--- config.mk ---
export PLATFORM = sky130hd
export DESIGN_NAME = tx_port_channel_writer_128
export DESIGN_NICKNAME = d
export VERILOG_FILES = /design/src/rtl/tx_port_pkg.sv /design/src/rtl/tx_port_channel_writer_128.sv
export SDC_FILE = /design/constraint.sdc
export NUM_CORES = 1
export LEC_CHECK = 0
export BUFFER_PORTS_ARGS = -buffer_cell sky130_fd_sc_hd__buf_2
export CAP_MARGIN = 20
export CORE_AREA = 5 5 137 139
export CTS_BUF_LIST = sky130_fd_sc_hd__clkbuf_8 sky130_fd_sc_hd__clkbuf_16
export DETAILED_ROUTE_END_ITERATION = 7
export DIE_AREA = 0 0 142 144
export GPL_TIMING_DRIVEN = 0
export HOLD_SLACK_MARGIN = 0.03
export PLACE_DENSITY = 0.71
export SYNTH_ARGS = -nofsm -noshare
export SYNTH_HDL_FRONTEND = slang
export SYNTH_SLANG_ARGS = --single-unit
export TNS_END_PERCENT = 5
--- constraint.sdc ---
create_clock -name CLK -period 2 [get_ports CLK]
set_clock_uncertainty 0.1 [all_clocks]
set_input_delay 0 -clock CLK [delete_from_list [all_inputs] [get_ports CLK]]
set_output_delay 0 -clock CLK [all_outputs]
set_load 0.1 [all_outputs]
--- src/rtl/tx_port_pkg.sv ---
// Shared constants for the TX port event stream: FSM encoding and event word layout.
// The producer (channel writer) and the consumer (port monitor) both rely on this layout.
package tx_port_pkg;

  // One-hot FSM encoding for the channel writer.
  typedef enum logic [5:0] {
    S_IDLE    = 6'b000001,
    S_OPEN_0  = 6'b000010,
    S_OPEN_1  = 6'b000100,
    S_DATA    = 6'b001000,
    S_CLOSE_0 = 6'b010000,
    S_CLOSE_1 = 6'b100000
  } tx_state_t;

  localparam int EVT_FLAG_BIT = 128;
  localparam int EVT_W        = EVT_FLAG_BIT + 1;
  localparam int PARAM_W      = 64;
  localparam int LEN_W        = 32;
  localparam int OFF_W        = 31;
  localparam int LEN_LSB      = 32;
  localparam int OFF_LSB      = 1;
  localparam int LAST_BIT     = 0;
  localparam int WORDS_PER_BEAT = 4;

  // Transaction parameters as carried in the low 64 bits of every event word.
  function automatic logic [PARAM_W-1:0] pack_param(
    input logic [LEN_W-1:0] len,
    input logic [OFF_W-1:0] off,
    input logic             last
  );
    logic [PARAM_W-1:0] p;
    p                     = '0;
    p[LEN_LSB +: LEN_W]   = len;
    p[OFF_LSB +: OFF_W]   = off;
    p[LAST_BIT]           = last;
    return p;
  endfunction

  function automatic logic [EVT_W-1:0] event_word(input logic [PARAM_W-1:0] p);
    logic [EVT_W-1:0] w;
    w                  = '0;
    w[EVT_FLAG_BIT]    = 1'b1;
    w[PARAM_W-1:0]     = p;
    return w;
  endfunction

endpackage

--- src/rtl/tx_port_channel_writer_128.sv ---
// Producer side of the TX port event stream: turns a 128-bit channel TX transaction
// into open events, payload words and close events written into the event FIFO.
module tx_port_channel_writer_128
  import tx_port_pkg::*;
#(
  parameter int C_DATA_WIDTH = 128
) (
  input  logic                    CLK,
  input  logic                    RST,
  input  logic                    CHNL_TX,
  output logic                    CHNL_TX_ACK,
  input  logic                    CHNL_TX_LAST,
  input  logic [31:0]             CHNL_TX_LEN,
  input  logic [30:0]             CHNL_TX_OFF,
  input  logic [C_DATA_WIDTH-1:0] CHNL_TX_DATA,
  input  logic                    CHNL_TX_DATA_VALID,
  output logic                    CHNL_TX_DATA_REN,
  output logic [C_DATA_WIDTH:0]   EVT_DATA,
  output logic                    EVT_WR_EN,
  input  logic                    EVT_FULL,
  output logic [31:0]             WORDS_SENT
);

  tx_state_t          state;
  logic [PARAM_W-1:0] param_r;
  logic [31:0]        words_sent_r;
  logic               beat;
  logic               wr_en;
  logic               ack;
  logic               ren;
  logic [EVT_W-1:0]   evt_data;

  // Write strobe, ACK and REN are decoded straight from state so a write lands in the
  // same cycle the state is entered or the beat is accepted; RST gates them all low.
  always_comb begin
    wr_en    = 1'b0;
    ack      = 1'b0;
    ren      = 1'b0;
    beat     = 1'b0;
    evt_data = event_word(param_r);
    if (!RST) begin
      case (state)
        S_OPEN_0, S_CLOSE_0, S_CLOSE_1: begin
          wr_en = !EVT_FULL;
        end
        S_OPEN_1: begin
          wr_en = !EVT_FULL;
          ack   = !EVT_FULL;
        end
        S_DATA: begin
          ren   = !EVT_FULL;
          beat  = CHNL_TX_DATA_VALID && !EVT_FULL;
          wr_en = beat;
          if (beat) begin
            evt_data = {1'b0, CHNL_TX_DATA};
          end
        end
        default: begin
          wr_en = 1'b0;
        end
      endcase
    end
  end

  always_ff @(posedge CLK) begin
    if (RST) begin
      state        <= S_IDLE;
      param_r      <= '0;
      words_sent_r <= '0;
    end else begin
      case (state)
        S_IDLE: begin
          if (CHNL_TX) begin
            param_r <= pack_param(CHNL_TX_LEN, CHNL_TX_OFF, CHNL_TX_LAST);
            state   <= S_OPEN_0;
          end
        end
        S_OPEN_0: begin
          if (!EVT_FULL) state <= S_OPEN_1;
        end
        S_OPEN_1: begin
          if (!EVT_FULL) begin
            words_sent_r <= '0;
            state        <= S_DATA;
          end
        end
        S_DATA: begin
          // An accepted beat wins over a falling CHNL_TX; the close waits a cycle.
          if (beat) begin
            words_sent_r <= words_sent_r + 32'(WORDS_PER_BEAT);
          end else if (!CHNL_TX) begin
            state <= S_CLOSE_0;
          end
        end
        S_CLOSE_0: begin
          if (!EVT_FULL) state <= S_CLOSE_1;
        end
        S_CLOSE_1: begin
          if (!EVT_FULL) state <= S_IDLE;
        end
        default: begin
          state <= S_IDLE;
        end
      endcase
    end
  end

  assign CHNL_TX_ACK      = ack;
  assign CHNL_TX_DATA_REN = ren;
  assign EVT_WR_EN        = wr_en;
  assign EVT_DATA         = evt_data;
  assign WORDS_SENT       = words_sent_r;

endmodule

==> results.py, run 1 <==
metrics = {
    "global_routing": {
        "grt_pass1_wl_um": 38690,
        "grt_max_degree": 17,
        "antenna_found_initial": 0,
        "grt_pass1_vias": 6868,
        "overflow": 0,
        "grt_use_total_pct": 24.42,
    },
    "floorplan": {
        "coreArea_sq_um": 17530,
        "start_util_pct": 30.16,
        "dieWidth_um": 142,
        "die_h_um": 144,
        "num_io_pins": 361,
        "die-area_sq_um": 20450,
        "rows": 49,
    },
    "hold_path": {
        "hold_class": "input port to flip-flop",
        "min_path_cells": 4,
    },
    "setup_path": {
        "rr_endpoint": "WORDS_SENT[24]",
        "path_common_cell": "clkbuf_16",
        "cp.required_ps": 1900,
        "crit_slowest_cell": "dfxtp_4",
        "cp_top_family": "simple AND/OR/NAND/NOR gates",
        "worstSetupEndpoint": "EVT_DATA[20]",
        "arrival_ps": 2430,
        "path_buf_inv": 4,
        "cp_max_fo": 6,
        "start_kind": "flip-flop",
        "slowest_delay_ps": 360,
        "reg2reg_from": "state[5]",
        "worstSetupEndpointType": "primary output",
        "cp_cell_sequence": "nor4_4 -> and2_4 -> and3_4 -> clkbuf_16 -> buf_16 -> clkbuf_16 -> mux2_4 -> buf_12",
        "crit_start": "state[5]",
        "path_depth": 8,
        "path_class": "flip-flop to primary output",
        "reg2reg_slack_ps": -390,
        "rr_worst_depth": 7,
    },
    "routing": {
        "drc": 0,
        "drt_iter0_drc": 466,
        "totalWireLength_um": 30930,
        "dr_total_vias": 7075,
        "vias_per_cell": 5.292,
        "ant_nets": 0,
        "dr.pass1.iters": 5,
        "wl_per_cell_um": 23.13,
    },
    "clocking": {
        "clkSlewWorstSetupHoldPaths_ps": 70,
        "h-tree-depth": 3,
        "cts_buffers": 9,
        "clock-root-buffer": "clkbuf_16",
        "clkLatencyLatePin_ps": 350,
        "cts_buffer_depth": 2,
        "cts_tree": "yes",
        "clock_sinks": 100,
    },
    "outcome": {
        "violations": "setup timing",
        "outcome": "complete, but fails checks",
    },
    "sta": {
        "hold_viol": 0,
        "rsz0062_at_grt": "yes",
        "fmax_mhz": 394.6,
        "finalMaxSlewViolations": 0,
        "timing.final.ws_setup_ps": -534.4,
        "relSlewSlack_pct": 47.63,
        "worst_hold_slack_ps": 83.87,
        "final-setup-viol-count": 159,
        "finalSetupTns_ps": -58660,
        "period_minus_slack_ps": 2534,
        "finalCritPeriodShare_pct": 126.7,
        "tightest_slew_ps": 785.5,
    },
    "yosys": {
        "yosysUniqueCellTypes": 41,
        "synth_ff_type": "dfxtp_1",
        "synth_area_sq_um": 5289,
        "synth-edff-count": 0,
        "synth_area_leaders": "dfxtp_1 38%, mux2_2 14%, nand2_1 10%, a21oi_1 8.1%, and2_1 7.8%",
        "synth_warnings": 0,
        "ys_seq_area_share_pct": 37.85,
        "synth-async-reset-ratio_pct": 0,
        "syn_inst": 654,
        "postSynthAreaPerCell_sq_um": 8.087,
        "yosys_register_bits": 100,
        "yosys.area.top_type": "dfxtp_1",
        "netlist.area_leader.share_pct": 37.85,
    },
    "place": {
        "dp_cells": 1241,
        "place_area_sq_um": 7516,
        "place_congestion": 0.7844,
        "port_buffers": 357,
        "dp_hpwl_um": 16850,
    },
    "cells_and_area": {
        "num_antenna_cells": 0,
        "fillers": 1235,
        "syn_to_final_growth_pct": 111.7,
        "final_cells": 1337,
        "design_area_sq_um": 11200,
        "final_nets": 1301,
        "drive_gt1_share_pct": 55.32,
    },
    "power": {
        "p_leak_nw": 4.766,
        "ir_drop_v": 0.0004279,
        "power_density_nw_per_um2": 594.7,
        "power.total_mw": 6.658,
    },
    "flow_run": {
        "drv_cap": 0,
    },
}
-- placed cells by master, fill, tap and decap left out, types with 8 or more instances in the layout --
cell type | Yosys | routed
clkbuf_1 | 33 | 12
clkbuf_2 | 0 | 8
o21ai_0 | 12 | 11
dfxtp_4 | 0 | 21
buf_6 | 2 | 30
nand2_1 | 145 | 142
xnor2_1 | 13 | 13
buf_12 | 0 | 116
buf_4 | 3 | 10
nand3_1 | 9 | 9
a21oi_1 | 86 | 71
mux2_2 | 64 | 24
or3_1 | 13 | 12
inv_1 | 9 | 10
dlygate4sd3_1 | 0 | 67
and2_4 | 0 | 66
clkbuf_16 | 0 | 18
a21oi_2 | 0 | 15
nor2_1 | 20 | 19
dfxtp_1 | 100 | 76
buf_2 | 11 | 226
mux2_4 | 0 | 40
-- final cells by class --
cell class                      instances  area (sq um)  area share [%]
Timing Repair Buffer                  437          4444           39.70
Multi-Input combinational cell        495          3503           31.29
Sequential cell                       100          2085           18.62
Buffer                                 51         570.5           5.096
Tap cell                              229         286.5           2.559
Clock buffer                            9         225.2           2.012
Clock inverter                          7         43.79          0.3912
Inverter                                9         37.54          0.3353
-- repair_timing --
action	in CTS	in global routing
endpoints found under the setup margin	228	225
endpoints found under the hold margin	68	0
gates cloned	1	6
gates resized for setup	517	206
buffers inserted	4	2
pin swaps	14	61
hold buffers	67	0
-- how the worst min path moves through the flow --
stage / startpoint / end / slack, ps
after detailed placement: CHNL_TX_OFF[11] / param_r[12] / 140
final: EVT_FULL / state[4] / 80
after global routing: EVT_FULL / state[4] / 80
after floorplan: CHNL_TX_LAST / param_r[0] / 40
after global placement: CHNL_TX_LEN[27] / param_r[59] / 140
after CTS: EVT_FULL / state[4] / 60
-- tightest hold or removal path: cells and delay by family --
kind,cells,cell delay (ps)
AND/OR/NAND/NOR,1,70
buffers and inverters,1,170
AO/OA/AOI/OAI,2,240
-- where the power goes --
group	switching [mW]	total, mW	internal [mW]
Combinational	1.77	2.80	1.03
Clock	0.814	1.65	0.839
Sequential	0.0990	2.20	2.11
Total	2.68	6.66	3.97
-- synthesized netlist by cell type, types with 2 or more instances --
| master | count |
|---|---|
| a2111oi_0 | 5 |
| a211o_1 | 5 |
| a211oi_1 | 8 |
| a21oi_1 | 86 |
| and2_1 | 66 |
| and3_1 | 2 |
| buf_1 | 2 |
| buf_2 | 11 |
| buf_4 | 3 |
| buf_6 | 2 |
| clkbuf_1 | 33 |
| dfxtp_1 | 100 |
| inv_1 | 9 |
| mux2_2 | 64 |
| nand2_1 | 145 |
| nand3_1 | 9 |
| nand4_1 | 4 |
| nor2_1 | 20 |
| nor2b_1 | 2 |
| nor3_1 | 5 |
| nor4_1 | 2 |
| nor4b_1 | 5 |
| o21ai_0 | 12 |
| o31ai_1 | 7 |
| or3_1 | 13 |
| or4_1 | 7 |
| xnor2_1 | 13 |
-- state kept, by name, indices dropped and copies added, names as in the netlist --
name and flops:
state 6, WORDS_SENT 30, param_r 64
-- per-layer routing --
metal  GRT usage, %  part of all wire, %
met3          5.522                  8.5
met4          14.29                  5.8
met2          40.94                   49
met5              0                    0
met1          28.65                   36
-- logic make-up after synthesis --
family / share of synthesized area (%)
compound gates: 13.51
xor+xnor: 2.318
fa+ha+maj: 0.2365
buf+inv: 5.015
flops: 37.85
mux: 13.82
other cells: 0.07090
simple gates: 27.18
-- per-stage QoR --
step	utilization [%]	setup slack (ps)
2_1_floorplan	-	-397.8
3_3_place_gp	42.86	-876.5
3_5_place_dp	42.86	-923.2
4_1_cts	58.59	-628.6
5_1_grt	63.85	-617.5
6_report	63.85	-534.4
Note: power is estimated with default switching activity, not from simulation.
==> run 2: changes to the inputs <==
--- a/config.mk
+++ b/config.mk
@@ -13,6 +13,7 @@
 export DIE_AREA = 0 0 142 144
 export GPL_TIMING_DRIVEN = 0
 export HOLD_SLACK_MARGIN = 0.03
+export MAX_ROUTING_LAYER = met4
 export PLACE_DENSITY = 0.71
 export SYNTH_ARGS = -nofsm -noshare
 export SYNTH_HDL_FRONTEND = slang
==> results.py, run 2 (synthesis results as in run 1) <==
metrics = {
    "power": {
        "power_density_nw_per_um2": 595.9,
        "internal-power_mw": 3.919,
        "ir_drop_v": 0.0004111,
        "seq_power_share_pct": 33.4,
        "p_clk_share_pct": 25.2,
        "p_switching_mw": 2.665,
        "pwr-share-comb_pct": 41.3,
        "sw_frac_of_total_pct": 40.48,
        "p_leak_nw": 4.724,
        "power.total_mw": 6.584,
    },
    "hold_path": {
        "hold_class": "input port to flip-flop",
    },
    "floorplan": {
        "coreArea_sq_um": 17530,
        "die-area_sq_um": 20450,
        "rows": 49,
        "start_util_pct": 30.16,
        "die_h_um": 144,
        "dieWidth_um": 142,
        "num_io_pins": 361,
    },
    "sta": {
        "period_minus_slack_ps": 2541,
        "finalMaxSlewViolations": 0,
        "worst_hold_slack_ps": 90.29,
        "tightest_slew_ps": 771.2,
        "finalCritPeriodShare_pct": 127.0,
        "timing.final.ws_setup_ps": -541.0,
        "final-setup-viol-count": 159,
        "fmax_mhz": 393.5,
        "hold_viol": 0,
        "rsz0062_at_grt": "yes",
        "relSlewSlack_pct": 48.59,
    },
    "global_routing": {
        "grt_pass1_vias": 6884,
        "grt_pass1_wl_um": 38600,
        "grt_max_degree": 17,
        "grt_use_total_pct": 25.15,
        "overflow": 0,
        "antenna_found_initial": 0,
    },
    "setup_path": {
        "cp_max_fo": 6,
        "path_common_cell": "clkbuf_16",
        "cp_cell_sequence": "nor4_4 -> and2_4 -> and3_4 -> clkbuf_16 -> buf_16 -> clkbuf_16 -> mux2_2 -> buf_6",
        "path_buf_inv": 4,
        "path_class": "flip-flop to primary output",
        "cp_top_family": "simple AND/OR/NAND/NOR gates",
        "worstSetupEndpointType": "primary output",
        "crit_slowest_cell": "dfxtp_4",
        "start_kind": "flip-flop",
        "cp.required_ps": 1900,
        "slowest_delay_ps": 370,
        "arrival_ps": 2440,
    },
    "clocking": {
        "cts_buffers": 9,
        "clkSlewWorstSetupHoldPaths_ps": 70,
        "clock-root-buffer": "clkbuf_16",
        "h-tree-depth": 3,
        "clkLatencyLatePin_ps": 350,
        "clock_sinks": 100,
        "cts_tree": "yes",
        "cts_buffer_depth": 2,
    },
    "routing": {
        "vias_per_cell": 5.168,
        "drt_iter0_drc": 443,
        "drc": 0,
        "dr.pass1.iters": 7,
        "ant_nets": 0,
        "totalWireLength_um": 29780,
        "wl_per_cell_um": 22.27,
        "dr_total_vias": 6910,
    },
    "place": {
        "dpl_worst_slack_ps": -923.2,
        "place_congestion": 0.7953,
        "port_buffers": 357,
        "dp_hpwl_um": 16850,
    },
    "cells_and_area": {
        "fillers": 1235,
        "final_nets": 1301,
        "num_antenna_cells": 0,
        "layout_commonest_cell": "buf_2",
        "top_register": "param_r",
        "largest_reg_flops": 64,
        "final_cell_mix": "226 x buf_2, 142 x nand2_1, 104 x buf_12",
        "syn_to_final_growth_pct": 108.9,
        "drive_gt1_share_pct": 55.32,
    },
    "outcome": {
        "outcome": "complete, but fails checks",
        "violations": "setup timing",
    },
    "flow_run": {
        "drv_cap": 0,
    },
}
[run 2: changes by cell type in the layout (fill, tap and decap cells not counted)]
cell    delta
buf_4      +1
buf_8      +1
mux2_4    -11
mux2_2    +11
buf_6     +10
buf_12    -12
[run 2: repair_timing]
item                                    in CTS  in global routing
gates resized for setup                    517                171
endpoints found under the hold margin       68                  0
endpoints found under the setup margin     228                225
buffers inserted                             4                  2
pin swaps                                   14                 63
hold buffers                                67                  0
cloned                                       1                  6
[run 2: final timing paths]
path	start	endpoint	slack (ps)	cells after the start
max	state[5]	EVT_DATA[35]	-540	8
min	EVT_FULL	state[4]	90	3
max reg2reg	state[5]	WORDS_SENT[24]	-380	7
min reg2reg	param_r[58]	param_r[58]	360	2
[run 2: final cells by class]
cell class                 instances  area, sq um  area share [%]
clock buffer                       9        225.2           2.038
sequential                       100         2085           18.87
multi-input combinational        495         3462           31.33
buffer                            51        565.5           5.118
timing repair buffer             437         4344           39.32
inverter                           9        37.54          0.3397
tap                              229        286.5           2.593
clock inverter                     7        43.79          0.3963
[run 2: metrics by stage]
stage	cells	instance area (sq um)	setup TNS [ps]	utilization, %
5_1_grt	1337	11050	-74390	63.02
4_1_cts	1329	10270	-72320	58.59
6_report	1337	11050	-58530	63.02
3_3_place_gp	1241	7516	-97160	42.86
3_5_place_dp	1241	7516	-105790	42.86
2_1_floorplan	655	5443	-23600	-
[run 2: power groups by stage]
| stage | logic, mW | clock network, mW | registers, mW |
|---|---|---|---|
| 2_1_floorplan | 1.53 | 0 | 2.20 |
| 5_1_grt | 2.81 | 1.78 | 2.21 |
| 4_1_cts | 2.39 | 1.70 | 2.18 |
| 3_5_place_dp | 2.00 | 0 | 2.23 |
| 6_report | 2.72 | 1.66 | 2.20 |
| 3_3_place_gp | 1.98 | 0 | 2.22 |
[run 2: layer usage]
layer,part of all wire (%),track usage [%],vias to the layer above
met1,37,29.04,3232
met2,49,41.02,443
met5,0,-,-
li1,-,-,3137
met3,8.0,4.795,98
met4,5.1,14.29,0
[run 2: worst register-to-register path, delay by kind of cell, from the launching register on]
kind / cells / cell delay, ps
AND/OR/NAND/NOR: 3 / 1000
flip-flops: 1 / 370
buffers and inverters: 2 / 330
AO/OA/AOI/OAI: 2 / 520
==> run 3: changes to the inputs <==
--- a/config.mk
+++ b/config.mk
@@ -15,6 +15,7 @@
 export HOLD_SLACK_MARGIN = 0.03
 export MAX_ROUTING_LAYER = met4
 export PLACE_DENSITY = 0.71
+export RECOVER_POWER = 25
 export SYNTH_ARGS = -nofsm -noshare
 export SYNTH_HDL_FRONTEND = slang
 export SYNTH_SLANG_ARGS = --single-unit
==> results.py, run 3 (synthesis results as in run 1) <==
metrics = {
    "outcome": {
        "outcome": "complete, but fails checks",
        "violations": "setup timing",
    },
    "global_routing": {
        "grt_pass1_wl_um": 38600,
        "use_met2_pct": 41.02,
        "use_met3_pct": 4.795,
        "antenna_found_initial": 0,
        "overflow": 0,
        "grt_use_met1_pct": 29.04,
        "grt_most_used_layer": "met2",
        "grt_pass1_vias": 6884,
        "grt_use_total_pct": 25.15,
        "grt_max_degree": 17,
    },
    "floorplan": {
        "die-area_sq_um": 20450,
        "die_h_um": 144,
        "dieWidth_um": 142,
        "start_util_pct": 30.16,
        "coreArea_sq_um": 17530,
        "num_io_pins": 361,
        "rows": 49,
    },
    "setup_path": {
        "cp_top_family": "simple AND/OR/NAND/NOR gates",
        "worstSetupEndpointType": "primary output",
        "arrival_ps": 2440,
        "path_common_cell": "clkbuf_16",
        "slowest_delay_ps": 370,
        "cp_cell_sequence": "nor4_4 -> and2_4 -> and3_4 -> clkbuf_16 -> buf_16 -> clkbuf_16 -> mux2_2 -> buf_6",
        "path_buf_inv": 4,
        "path_class": "flip-flop to primary output",
        "crit_start": "state[5]",
        "cp.required_ps": 1900,
        "reg2reg_from": "state[5]",
        "start_kind": "flip-flop",
        "cp_max_fo": 6,
        "crit_slowest_cell": "dfxtp_4",
    },
    "clocking": {
        "h-tree-depth": 3,
        "clock-root-buffer": "clkbuf_16",
        "clkSlewWorstSetupHoldPaths_ps": 70,
        "clkLatencyLatePin_ps": 350,
        "cts_tree": "yes",
        "cts_buffers": 9,
        "cts_buffer_depth": 2,
        "clock_sinks": 100,
    },
    "cells_and_area": {
        "num_antenna_cells": 0,
        "drive_gt1_share_pct": 53.70,
        "syn_to_final_growth_pct": 108.5,
        "largest_reg_flops": 64,
        "layout_commonest_cell": "buf_2",
        "fin_util_pct": 62.89,
        "design_area_sq_um": 11030,
        "top_register": "param_r",
        "final_cell_mix": "208 x buf_2, 142 x nand2_1, 104 x buf_12",
        "final_nets": 1301,
    },
    "power": {
        "seq_power_share_pct": 33.4,
        "ir_drop_v": 0.0004121,
        "internal-power_mw": 3.919,
        "sw_frac_of_total_pct": 40.46,
        "p_clk_share_pct": 25.2,
        "p_switching_mw": 2.663,
        "power_density_nw_per_um2": 596.9,
        "pwr-share-comb_pct": 41.4,
        "power.total_mw": 6.581,
        "p_leak_nw": 4.645,
    },
    "flow_run": {
        "drv_cap": 0,
    },
    "sta": {
        "hold_viol": 0,
        "tightest_slew_ps": 1199,
        "finalMaxSlewViolations": 0,
        "period_minus_slack_ps": 2544,
        "timing.final.ws_setup_ps": -544.1,
        "finalCritPeriodShare_pct": 127.2,
        "final-setup-viol-count": 159,
        "rsz0062_at_grt": "yes",
        "fmax_mhz": 393.1,
        "relSlewSlack_pct": 20.41,
        "worst_hold_slack_ps": 87.71,
    },
    "routing": {
        "totalWireLength_um": 29760,
        "dr_total_vias": 6891,
        "drt_iter0_drc": 382,
        "wl_per_cell_um": 22.26,
        "ant_nets": 0,
        "dr.pass1.iters": 5,
        "drc": 0,
        "vias_per_cell": 5.154,
    },
    "place": {
        "dp_hpwl_um": 16850,
        "place_congestion": 0.7953,
        "port_buffers": 357,
        "place_area_sq_um": 7516,
    },
    "hold_path": {
        "hold_class": "input port to flip-flop",
        "min_from": "EVT_FULL",
    },
}
## run 3: changes by cell type in the layout (fill, tap and decap cells not counted)
cell / previous run / this run
buf_2: 226 / 208
clkbuf_1: 12 / 30
## run 3: tightest hold or removal path: cells and delay by family
family	cells	cell delay, ps
buffers and inverters	1	170
AOI/OAI and AO/OA	2	310
## run 3: final cells by class
type                       instances  area [sq um]
timing repair buffer             437          4322
clock buffer                       9         225.2
inverter                           9         37.54
sequential                       100          2085
multi-input combinational        495          3462
tap                              229         286.5
clock inverter                     7         43.79
buffer                            51         565.5
fill                            1241          6507
## run 3: power by group through the flow
stage,Clock [mW],Sequential [mW],Combinational [mW]
after global routing,1.78,2.21,2.81
after floorplan,0,2.20,1.53
final,1.66,2.20,2.72
after CTS,1.70,2.18,2.39
after detailed placement,0,2.23,2.00
after global placement,0,2.22,1.98
## run 3: final timing paths
kind | end | slack (ps) | cells after the start
min | state[4] | 90 | 3
max | EVT_DATA[35] | -540 | 8
min reg2reg | param_r[57] | 360 | 2
max reg2reg | WORDS_SENT[24] | -390 | 7
## run 3: routing by layer
metal  routed length [um]  up-vias
met5                    0        -
met4                 1536        0
met3                 2339      100
met2                14700      421
met1                11190     3239
li1                     -     3131
## run 3: what timing repair did
action | in CTS | in global routing
resized for setup | 517 | 171
buffers inserted | 4 | 2
endpoints found under the setup margin | 228 | 225
pin swaps | 14 | 63
hold buffers | 67 | 0
gates cloned | 1 | 6
hold endpoints to repair | 68 | 0
## run 3: metrics by stage
stage | TNS, ps | setup slack (ps) | std cells
after floorplan | -23600 | -397.8 | 655
after global placement | -97160 | -876.5 | 1241
after detailed placement | -105790 | -923.2 | 1241
after CTS | -72320 | -628.6 | 1329
after global routing | -74390 | -630.7 | 1337
final | -58620 | -544.1 | 1337
